$ cat src/rtl/id_ex_stage.sv
// RV32I decode stage: regfile read with write-through bypass, load-use hazard
// detection, and the ID/EX pipeline register feeding execute.
module id_ex_stage #(
  parameter int XLEN      = 32,
  parameter int REG_COUNT = 32
) (
  input  logic            clk,
  input  logic            reset,
  input  logic [XLEN-1:0] pc_pl_in,
  input  logic [31:0]     instr_pl_in,
  input  logic            valid_in,
  input  logic            stall,
  input  logic            flush,
  input  logic            wb_en,
  input  logic [4:0]      wb_addr,
  input  logic [XLEN-1:0] wb_data,
  output logic            hazard_stall,
  output logic            valid_out,
  output logic [XLEN-1:0] pc_ex_out,
  output logic [XLEN-1:0] rs1_data_out,
  output logic [XLEN-1:0] rs2_data_out,
  output logic [XLEN-1:0] imm_out,
  output logic [4:0]      rd_out,
  output logic [4:0]      rs1_out,
  output logic [4:0]      rs2_out,
  output logic [2:0]      funct3_out,
  output logic [3:0]      alu_op_out,
  output logic            reg_write_out,
  output logic            mem_read_out,
  output logic            mem_write_out,
  output logic            branch_out,
  output logic            jump_out,
  output logic            alu_src_imm_out,
  output logic            alu_src_pc_out,
  output logic            illegal_out
);
  localparam logic [6:0] OP_LUI = 7'b0110111, OP_AUIPC = 7'b0010111, OP_JAL = 7'b1101111,
                         OP_JALR = 7'b1100111, OP_BR = 7'b1100011, OP_LD = 7'b0000011,
                         OP_ST = 7'b0100011, OP_IMM = 7'b0010011, OP_REG = 7'b0110011;
  localparam logic [3:0] ALU_ADD = 4'd0, ALU_SUB = 4'd1, ALU_SLL = 4'd2, ALU_SLT = 4'd3,
                         ALU_SLTU = 4'd4, ALU_XOR = 4'd5, ALU_SRL = 4'd6, ALU_SRA = 4'd7,
                         ALU_OR = 4'd8, ALU_AND = 4'd9, ALU_PASSB = 4'd10;

  logic [6:0]      w_opcode;
  logic [4:0]      w_rd, w_rs1, w_rs2;
  logic [2:0]      w_funct3;
  logic [XLEN-1:0] w_imm_i, w_imm_s, w_imm_b, w_imm_u, w_imm_j, w_imm;
  logic [XLEN-1:0] w_rs1_data, w_rs2_data;
  logic [3:0]      w_alu_op, w_alu_f3;
  logic            w_reg_write, w_mem_read, w_mem_write, w_branch, w_jump;
  logic            w_src_imm, w_src_pc, w_illegal, w_uses_rs1, w_uses_rs2;
  logic            w_bubble;

  logic [XLEN-1:0] r_rf [REG_COUNT];
  logic            r_valid, r_reg_write, r_mem_read, r_mem_write, r_branch, r_jump;
  logic            r_src_imm, r_src_pc, r_illegal;
  logic [XLEN-1:0] r_pc, r_rs1_data, r_rs2_data, r_imm;
  logic [4:0]      r_rd, r_rs1, r_rs2;
  logic [2:0]      r_funct3;
  logic [3:0]      r_alu_op;

  assign w_opcode = instr_pl_in[6:0];
  assign w_rd     = instr_pl_in[11:7];
  assign w_funct3 = instr_pl_in[14:12];
  assign w_rs1    = instr_pl_in[19:15];
  assign w_rs2    = instr_pl_in[24:20];

  assign w_imm_i = {{(XLEN-12){instr_pl_in[31]}}, instr_pl_in[31:20]};
  assign w_imm_s = {{(XLEN-12){instr_pl_in[31]}}, instr_pl_in[31:25], instr_pl_in[11:7]};
  assign w_imm_b = {{(XLEN-13){instr_pl_in[31]}}, instr_pl_in[31], instr_pl_in[7],
                    instr_pl_in[30:25], instr_pl_in[11:8], 1'b0};
  assign w_imm_u = {{(XLEN-32){instr_pl_in[31]}}, instr_pl_in[31:12], 12'b0};
  assign w_imm_j = {{(XLEN-21){instr_pl_in[31]}}, instr_pl_in[31], instr_pl_in[19:12],
                    instr_pl_in[20], instr_pl_in[30:21], 1'b0};

  // Writeback in the same cycle is forwarded so WB->ID needs no extra stall.
  assign w_rs1_data = (w_rs1 == 5'd0) ? '0 :
                      (wb_en && wb_addr == w_rs1) ? wb_data : r_rf[w_rs1];
  assign w_rs2_data = (w_rs2 == 5'd0) ? '0 :
                      (wb_en && wb_addr == w_rs2) ? wb_data : r_rf[w_rs2];

  always_comb begin
    case (w_funct3)
      3'd0:    w_alu_f3 = (w_opcode == OP_REG && instr_pl_in[30]) ? ALU_SUB : ALU_ADD;
      3'd1:    w_alu_f3 = ALU_SLL;
      3'd2:    w_alu_f3 = ALU_SLT;
      3'd3:    w_alu_f3 = ALU_SLTU;
      3'd4:    w_alu_f3 = ALU_XOR;
      3'd5:    w_alu_f3 = instr_pl_in[30] ? ALU_SRA : ALU_SRL;
      3'd6:    w_alu_f3 = ALU_OR;
      default: w_alu_f3 = ALU_AND;
    endcase
  end

  always_comb begin
    w_alu_op = ALU_ADD; w_imm = '0;
    w_reg_write = 1'b0; w_mem_read = 1'b0; w_mem_write = 1'b0; w_branch = 1'b0;
    w_jump = 1'b0; w_src_imm = 1'b0; w_src_pc = 1'b0; w_illegal = 1'b0;
    w_uses_rs1 = 1'b0; w_uses_rs2 = 1'b0;
    case (w_opcode)
      OP_LUI:   begin w_alu_op = ALU_PASSB; w_imm = w_imm_u; w_src_imm = 1'b1; w_reg_write = 1'b1; end
      OP_AUIPC: begin w_imm = w_imm_u; w_src_imm = 1'b1; w_src_pc = 1'b1; w_reg_write = 1'b1; end
      OP_JAL:   begin w_imm = w_imm_j; w_jump = 1'b1; w_reg_write = 1'b1; end
      OP_JALR:  begin w_imm = w_imm_i; w_src_imm = 1'b1; w_jump = 1'b1; w_reg_write = 1'b1;
                      w_uses_rs1 = 1'b1; end
      OP_BR:    begin w_imm = w_imm_b; w_alu_op = ALU_SUB; w_branch = 1'b1;
                      w_uses_rs1 = 1'b1; w_uses_rs2 = 1'b1; end
      OP_LD:    begin w_imm = w_imm_i; w_src_imm = 1'b1; w_mem_read = 1'b1; w_reg_write = 1'b1;
                      w_uses_rs1 = 1'b1; end
      OP_ST:    begin w_imm = w_imm_s; w_src_imm = 1'b1; w_mem_write = 1'b1;
                      w_uses_rs1 = 1'b1; w_uses_rs2 = 1'b1; end
      OP_IMM:   begin w_imm = w_imm_i; w_src_imm = 1'b1; w_alu_op = w_alu_f3; w_reg_write = 1'b1;
                      w_uses_rs1 = 1'b1; end
      OP_REG:   begin w_alu_op = w_alu_f3; w_reg_write = 1'b1; w_uses_rs1 = 1'b1; w_uses_rs2 = 1'b1; end
      default:  w_illegal = 1'b1;
    endcase
  end

  assign hazard_stall = valid_in & r_valid & r_mem_read & (r_rd != 5'd0) &
                        ((w_uses_rs1 & (w_rs1 == r_rd)) | (w_uses_rs2 & (w_rs2 == r_rd)));

  // Folds reset > flush > stall > hazard/empty into one bubble condition.
  assign w_bubble = reset | flush | (~stall & (hazard_stall | ~valid_in));

  always_ff @(posedge clk) begin
    if (reset) begin
      for (int i = 0; i < REG_COUNT; i++) r_rf[i] <= '0;
    end else if (wb_en && wb_addr != 5'd0) begin
      r_rf[wb_addr] <= wb_data;
    end
  end

  always_ff @(posedge clk) begin
    if (w_bubble) begin
      r_valid <= 1'b0; r_pc <= '0; r_rs1_data <= '0; r_rs2_data <= '0; r_imm <= '0;
      r_rd <= '0; r_rs1 <= '0; r_rs2 <= '0; r_funct3 <= '0; r_alu_op <= '0;
      r_reg_write <= 1'b0; r_mem_read <= 1'b0; r_mem_write <= 1'b0; r_branch <= 1'b0;
      r_jump <= 1'b0; r_src_imm <= 1'b0; r_src_pc <= 1'b0; r_illegal <= 1'b0;
    end else if (!stall) begin
      r_valid <= 1'b1; r_pc <= pc_pl_in; r_rs1_data <= w_rs1_data; r_rs2_data <= w_rs2_data;
      r_imm <= w_imm; r_rd <= w_rd; r_rs1 <= w_rs1; r_rs2 <= w_rs2; r_funct3 <= w_funct3;
      r_alu_op <= w_alu_op; r_reg_write <= w_reg_write; r_mem_read <= w_mem_read;
      r_mem_write <= w_mem_write; r_branch <= w_branch; r_jump <= w_jump;
      r_src_imm <= w_src_imm; r_src_pc <= w_src_pc; r_illegal <= w_illegal;
    end
  end

  assign valid_out = r_valid;         assign pc_ex_out = r_pc;
  assign rs1_data_out = r_rs1_data;   assign rs2_data_out = r_rs2_data;
  assign imm_out = r_imm;             assign rd_out = r_rd;
  assign rs1_out = r_rs1;             assign rs2_out = r_rs2;
  assign funct3_out = r_funct3;       assign alu_op_out = r_alu_op;
  assign reg_write_out = r_reg_write; assign mem_read_out = r_mem_read;
  assign mem_write_out = r_mem_write; assign branch_out = r_branch;
  assign jump_out = r_jump;           assign alu_src_imm_out = r_src_imm;
  assign alu_src_pc_out = r_src_pc;   assign illegal_out = r_illegal;
endmodule

$ cat config.mk
export PLATFORM = sky130hd
export DESIGN_NAME = id_ex_stage
export DESIGN_NICKNAME = d
export VERILOG_FILES = /design/src/rtl/id_ex_stage.sv
export SDC_FILE = /design/constraint.sdc
export NUM_CORES = 2
export LEC_CHECK = 0
export CAP_MARGIN = 10
export CORE_MARGIN = 2
export CORE_UTILIZATION = 37
export DETAILED_ROUTE_END_ITERATION = 8
export HOLD_SLACK_MARGIN = 0.15
export SYNTH_ARGS = -nofsm -noshare
export SYNTH_HDL_FRONTEND = slang
export SYNTH_SLANG_ARGS = --single-unit
$ cat constraint.sdc
create_clock -name clk -period 3.2 [get_ports clk]
set_input_delay 0.32 -clock clk [delete_from_list [all_inputs] [get_ports clk]]
set_output_delay 0.32 -clock clk [all_outputs]
set_load 0.02 [all_outputs]
-- After elaboration in Yosys (flattened, before gate mapping)
Memory sizes are Yosys's and may differ from the RTL's.
Index checks and enable logic that the tools add are counted.
- output and inout port bits: 160
- ROM bits: 0
- bits of input ports: 107
- bits in writable memories: 1024
- register bits after elaboration: 159
- latch bits: 0
- memories: 1
- memory list (memory ; words ; width ; read ports ; clocked after Yosys merged registers in ; wr ports ; line ; text):
    r_rf ; 32 ; 32 ; 2 ; 0 ; 32 ; 54 ; logic [XLEN-1:0] r_rf [REG_COUNT];
- bitwise operators: 13
- equality and inequality tests: 19
- muxes and demuxes: 27
- div/mod/pow operators: 0
- add/subtract/negate cells: 0
- shift-type cells: 0
- $lt $le $gt $ge: 0
- $mul: 0
- reductions and logical operators: 19
- operators by type and width (operator ; count):
    $mux 32 ; 5
    $pmux 32 s5 ; 1
    $reduce_or 32->1 ; 1
    $pmux 4 s7 ; 1
    $eq 7x6->1 const B ; 3
    $eq 7x7->1 const B ; 3
    $eq 5x5->1 ; 4
    $mux 1 ; 18
    $eq 7x5->1 const B ; 2
    $pmux 4 s3 ; 1
    $reduce_or 6->1 ; 2
    $logic_not 5->1 ; 2
    $reduce_bool 5->1 ; 2
    $eq 3x3->1 const B ; 3
    $reduce_or 9->1 ; 1
    $and 1x1->1 ; 7
    $eq 7x2->1 const B ; 1
    $reduce_or 7->1 ; 1
    $eq 3x2->1 const B ; 2
    $reduce_or 2->1 ; 3
    $reduce_or 3->1 ; 2
    $mux 5 ; 1
    $logic_and 1x1->1 ; 4
    $or 1x1->1 ; 4
    other kinds (3) ; 4

-- Depth between registers and ports, before layout
- depth after elaboration: 9
- gate-level depth with buffers: 12

-- Worst setup path after synthesis
Ideal clock, no wire load.
- path kind: in2reg
- from: input port instr_pl_in[15]
- to: register r_rs1_data[22], in the netlist rs1_data_out[22]
- required time: 3083 ps
- arrival time: 2423 ps
- setup slack: 660 ps
- setup time: 117 ps
- path buffers: 3
- stages on the path: 8
- cell sequence: clkbuf_1 -> buf_2 -> buf_1 -> mux4_2 -> mux2_2 -> nand2_1 -> nand3_1 -> a32o_1
- longest elaborated chain between the ends: 7
- ends and longest elaborated chain (item ; line ; text):
    start, declared ; 10 ; input logic [31:0] instr_pl_in,
    $eq 5x5->1 ; 120 ; ((w_uses_rs1 & (w_rs1 == r_rd)) | (w_uses_rs2 & (w_rs2 == r_rd)));
    $and 1x1->1 ; 120 ;
    $or 1x1->1 ; 120 ;
    $and 1x1->1 ; 119 ; assign hazard_stall = valid_in & r_valid & r_mem_read & (r_rd != 5'd0) &
    $or 1x1->1 ; 123 ; assign w_bubble = reset | flush | (~stall & (hazard_stall | ~valid_in));
    $and 1x1->1 ; 123 ;
    $or 1x1->1 ; 123 ;
    end signal, assigned ; 135 ; r_valid <= 1'b0; r_pc <= '0; r_rs1_data <= '0; r_rs2_data <= '0; r_imm <= '0;
    end signal, assigned ; 140 ; r_valid <= 1'b1; r_pc <= pc_pl_in; r_rs1_data <= w_rs1_data; r_rs2_data <= w_rs2_data;
    end, declared ; 57 ; logic [XLEN-1:0] r_pc, r_rs1_data, r_rs2_data, r_imm;
Parallel ways exist; a longest one is shown, timed or not.
A chain may end at the register's enable or synchronous reset.

-- Worst setup path after layout
- from: register r_rd[3], in the netlist rd_out[3]
- to: output port hazard_stall
- longest elaborated chain between the ends: 4
- ends and longest elaborated chain (item ; line ; text):
    start, declared ; 58 ; logic [4:0] r_rd, r_rs1, r_rs2;
    start signal, assigned ; 141 ; r_imm <= w_imm; r_rd <= w_rd; r_rs1 <= w_rs1; r_rs2 <= w_rs2; r_funct3 <= w_funct3;
    $eq 5x5->1 ; 120 ;
    $and 1x1->1 ; 120 ;
    $or 1x1->1 ; 120 ;
    $and 1x1->1 (*) ; 119 ;
    end, declared ; 17 ; output logic hazard_stall,
Mark *: on every way between the ends. The rest lies on a longest branch, timed or not.

==> qor.csv <==
stage,metric,value,unit
synth,async_flop_share,0,%
critical_path,worstPathRequired,2.88,ns
run_status,status,finished clean,
critical_path,cp.arrival,2.66,ns
sta,tns,0,ns
sta,setup_ws,0.224,ns
clock_tree,clock-sinks,1183,
sta,fin_worst_skew,0.0282,ns
synth,yosys-top-cells-area,"edfxtp_1, mux4_2, and2_1",
synth,yosys_register_bits,1183,
routing,drc,0,
final_layout,area_growth,19.2,%
grt,grt_overflow,0,
clock_tree,cts_made_buffers,131,
critical_path,crit_type,reg2out,
power,total_power,37700,uW
clock_tree,ctsRootBufferMaster,clkbuf_16,
sta,finalHoldViolations,0,
sta,period_needed,2.98,ns
synth,yosys_most_used_dff,edfxtp_1,
grt,grt_usage,24.8,%
clock_tree,post_cts_buffers,0,
floorplan,pin_count,267,
synth,synthMostInstantiatedCell,edfxtp_1,
clock_tree,cts.path.max_buffers,3,
placement,numPortBuffers,266,
synth,ys_seq_area_share,56.4,%
synth,yosys_warnings,0,
synth,synth_cells,4175,
routing,dr_total_vias,40005,
sta,finalCritPeriodShare,93.0,%
routing,ant_nets,0,
routing,wl_per_cell,31.1,um
sta,fmax,336,MHz
job,cap_viol_max_count,0,
power,ir_drop,0.535,mV
synth,post-synth-top-area-cell,edfxtp_1,
critical_path,r2r.worst_path.cells,7,
sta,worst_slew_pin_slew,1.13,ns
synth,synth_top_area_share,51.1,%
power,cellPowerDensity,526,nW/um^2
synth,synth_edf_count,1024,
critical_path,endpoint_kind,output port,
synth,synth.avg_cell_area,14.4,sq um
min_path,holdPathStages,3,
critical_path,crit_path_max_fanout,5,
min_path,holdCritPathClass,in2reg,
clock_tree,clk-insertion-delay-late,0.79,ns
floorplan,num_rows,147,
routing,drt_wl_total,209000,um
routing,via_per_inst,5.94,
grt,grt_pass1_vias,39926,
placement,pre_cts_slack,0.0953,ns
clock_tree,cts_tree,built,
placement,dpl.hpwl,133000,um
routing,drtIter0Drc,5407,
synth,synth_cell_types,53,
floorplan,fp.dieH,407,um
critical_path,cpMaxStageDelayCell,or4_1,
sta,rsz0062_at_grt,false,
sta,relSlewSlack,24.4,%
critical_path,critical_path.cell_chain,"xnor2_1, nand4_1, or4_1, a21o_1, inv_2, dlygate4sd2_1",
clock_tree,cts.reportedPaths.clkPinSlew,0.06,ns
floorplan,dieWidth,407,um
critical_path,critPathMaxStageDelay,0.43,ns
floorplan,initial_core_util,37.4,%
floorplan,core_area,161000,sq um
final_layout,layout-drive-gt1-share,23.8,%
clock_tree,htreeDepth,4,
final_layout,nNetsFinal,4573,
grt,grt_max_degree,72,
synth,netlist_top_cells_count,"edfxtp_1, and2_1, mux4_2",
critical_path,cp-start-kind,flip-flop,
routing,firstDrtPassIters,6,
sta,setup_viol,0,
floorplan,die_area,166000,sq um
placement,gp_congestion,0.929,
grt,grt_pass1_wl,297000,um
sta,slew_violations,0,
grt,antenna_found_initial,10,
power,leakage,0.0247,uW
synth,synthesis.area,60100,sq um
-- kinds of logic (layout without fill, tap and decap cells) --
group	Yosys count	count (layout)	synth area share, %
AO/OA/AOI/OAI	522	522	6.52
XOR/XNOR	20	20	0.291
buffers and inverters	462	828	3.07
flip-flops	1183	1183	56.4
multiplexers	640	640	20.6
other	1	37	0.00624
AND/OR/NAND/NOR	1347	1347	13.1
-- registers in the layout, indices dropped and copies added, names as in the netlist, 3 cells and up --
signal        flops
r_rf           1024
imm_out          32
pc_ex_out        32
rs1_data_out     32
rs2_data_out     32
rd_out            5
rs1_out           5
rs2_out           5
alu_op_out        4
funct3_out        3
-- metal layers --
metal  vias to the layer above  wire (um)  GRT usage (%)
met1                     20680      81700           32.6
li1                      16598          -              -
met3                       452      19200           5.03
met5                         -         68              0
met4                        10       8680           10.1
met2                      2265      99700           40.4
-- power by group --
group          leakage, uW  total, uW  internal (uW)  switching, uW
Clock              0.00211      15400           9000           6420
Combinational       0.0116       4390           1930           2460
Sequential          0.0110      17900          17500            410
Total               0.0247      37700          28400           9290
-- repair_timing --
action | in CTS | in global routing
resized for setup | 3 | 0
endpoints found under the hold margin | 49 | 0
endpoints found under the setup margin | 1 | 0
hold buffers | 38 | 0
-- path summary, 6_finish.rpt --
path / start / slack (ns) / to
max: rd_out[3] / 0.22 / hazard_stall
max reg2reg: rd_out[1] / 0.53 / imm_out[1]
min: instr_pl_in[25] / 0.22 / imm_out[5]
min reg2reg: imm_out[0] / 0.45 / imm_out[0]
-- critical path: cells and delay by family, from the launching register on --
kind	cells	cell delay, ns
AND/OR/NAND/NOR	2	0.58
buffers and inverters	2	0.43
flip-flops	1	0.38
XOR/XNOR	1	0.27
AO/OA/AOI/OAI	1	0.22
-- through the flow --
stage                     cell area (sq um)  util (%)  hold WS [ns]  instances
after CTS                             71700      44.5         0.157       6732
after detailed placement              67000      41.6         0.447       6455
after global routing                  71700      44.5         0.208       6732
after floorplan                       60200         -         0.453       4206
final                                 71700      44.6         0.224       6737
after global placement                67000      41.6         0.437       6455
-- placed cells by master (no fill, tap or decap), types with 18 or more instances in the layout --
master	instances
a32o_1	67
or2_2	32
buf_4	221
dlygate4sd3_1	38
conb_1	32
mux4_2	471
nor2_1	61
a221oi_1	33
dfxtp_1	157
mux2_2	48
o21ai_0	62
a21oi_1	40
clkinv_1	19
nor2_4	26
a22o_1	55
and2_1	998
clkbuf_1	29
clkbuf_16	139
a31oi_1	41
o211ai_1	24
nor3_1	18
mux2i_1	121
a22oi_1	139
edfxtp_1	1024
o22a_1	25
buf_12	60
nand2_1	109
clkdlybuf4s50_1	256
nand3_1	32
-- cell type report --
class / instances / area [sq um]
tap: 2160 / 2700
clock buffer: 178 / 3720
fill: 14161 / 89200
sequential: 1183 / 33900
timing repair buffer: 581 / 5890
antenna: 5 / 12.5
clock inverter: 61 / 618
inverter: 8 / 30.0
multi-input combinational: 2561 / 24800
(Power assumes the default switching activity.)
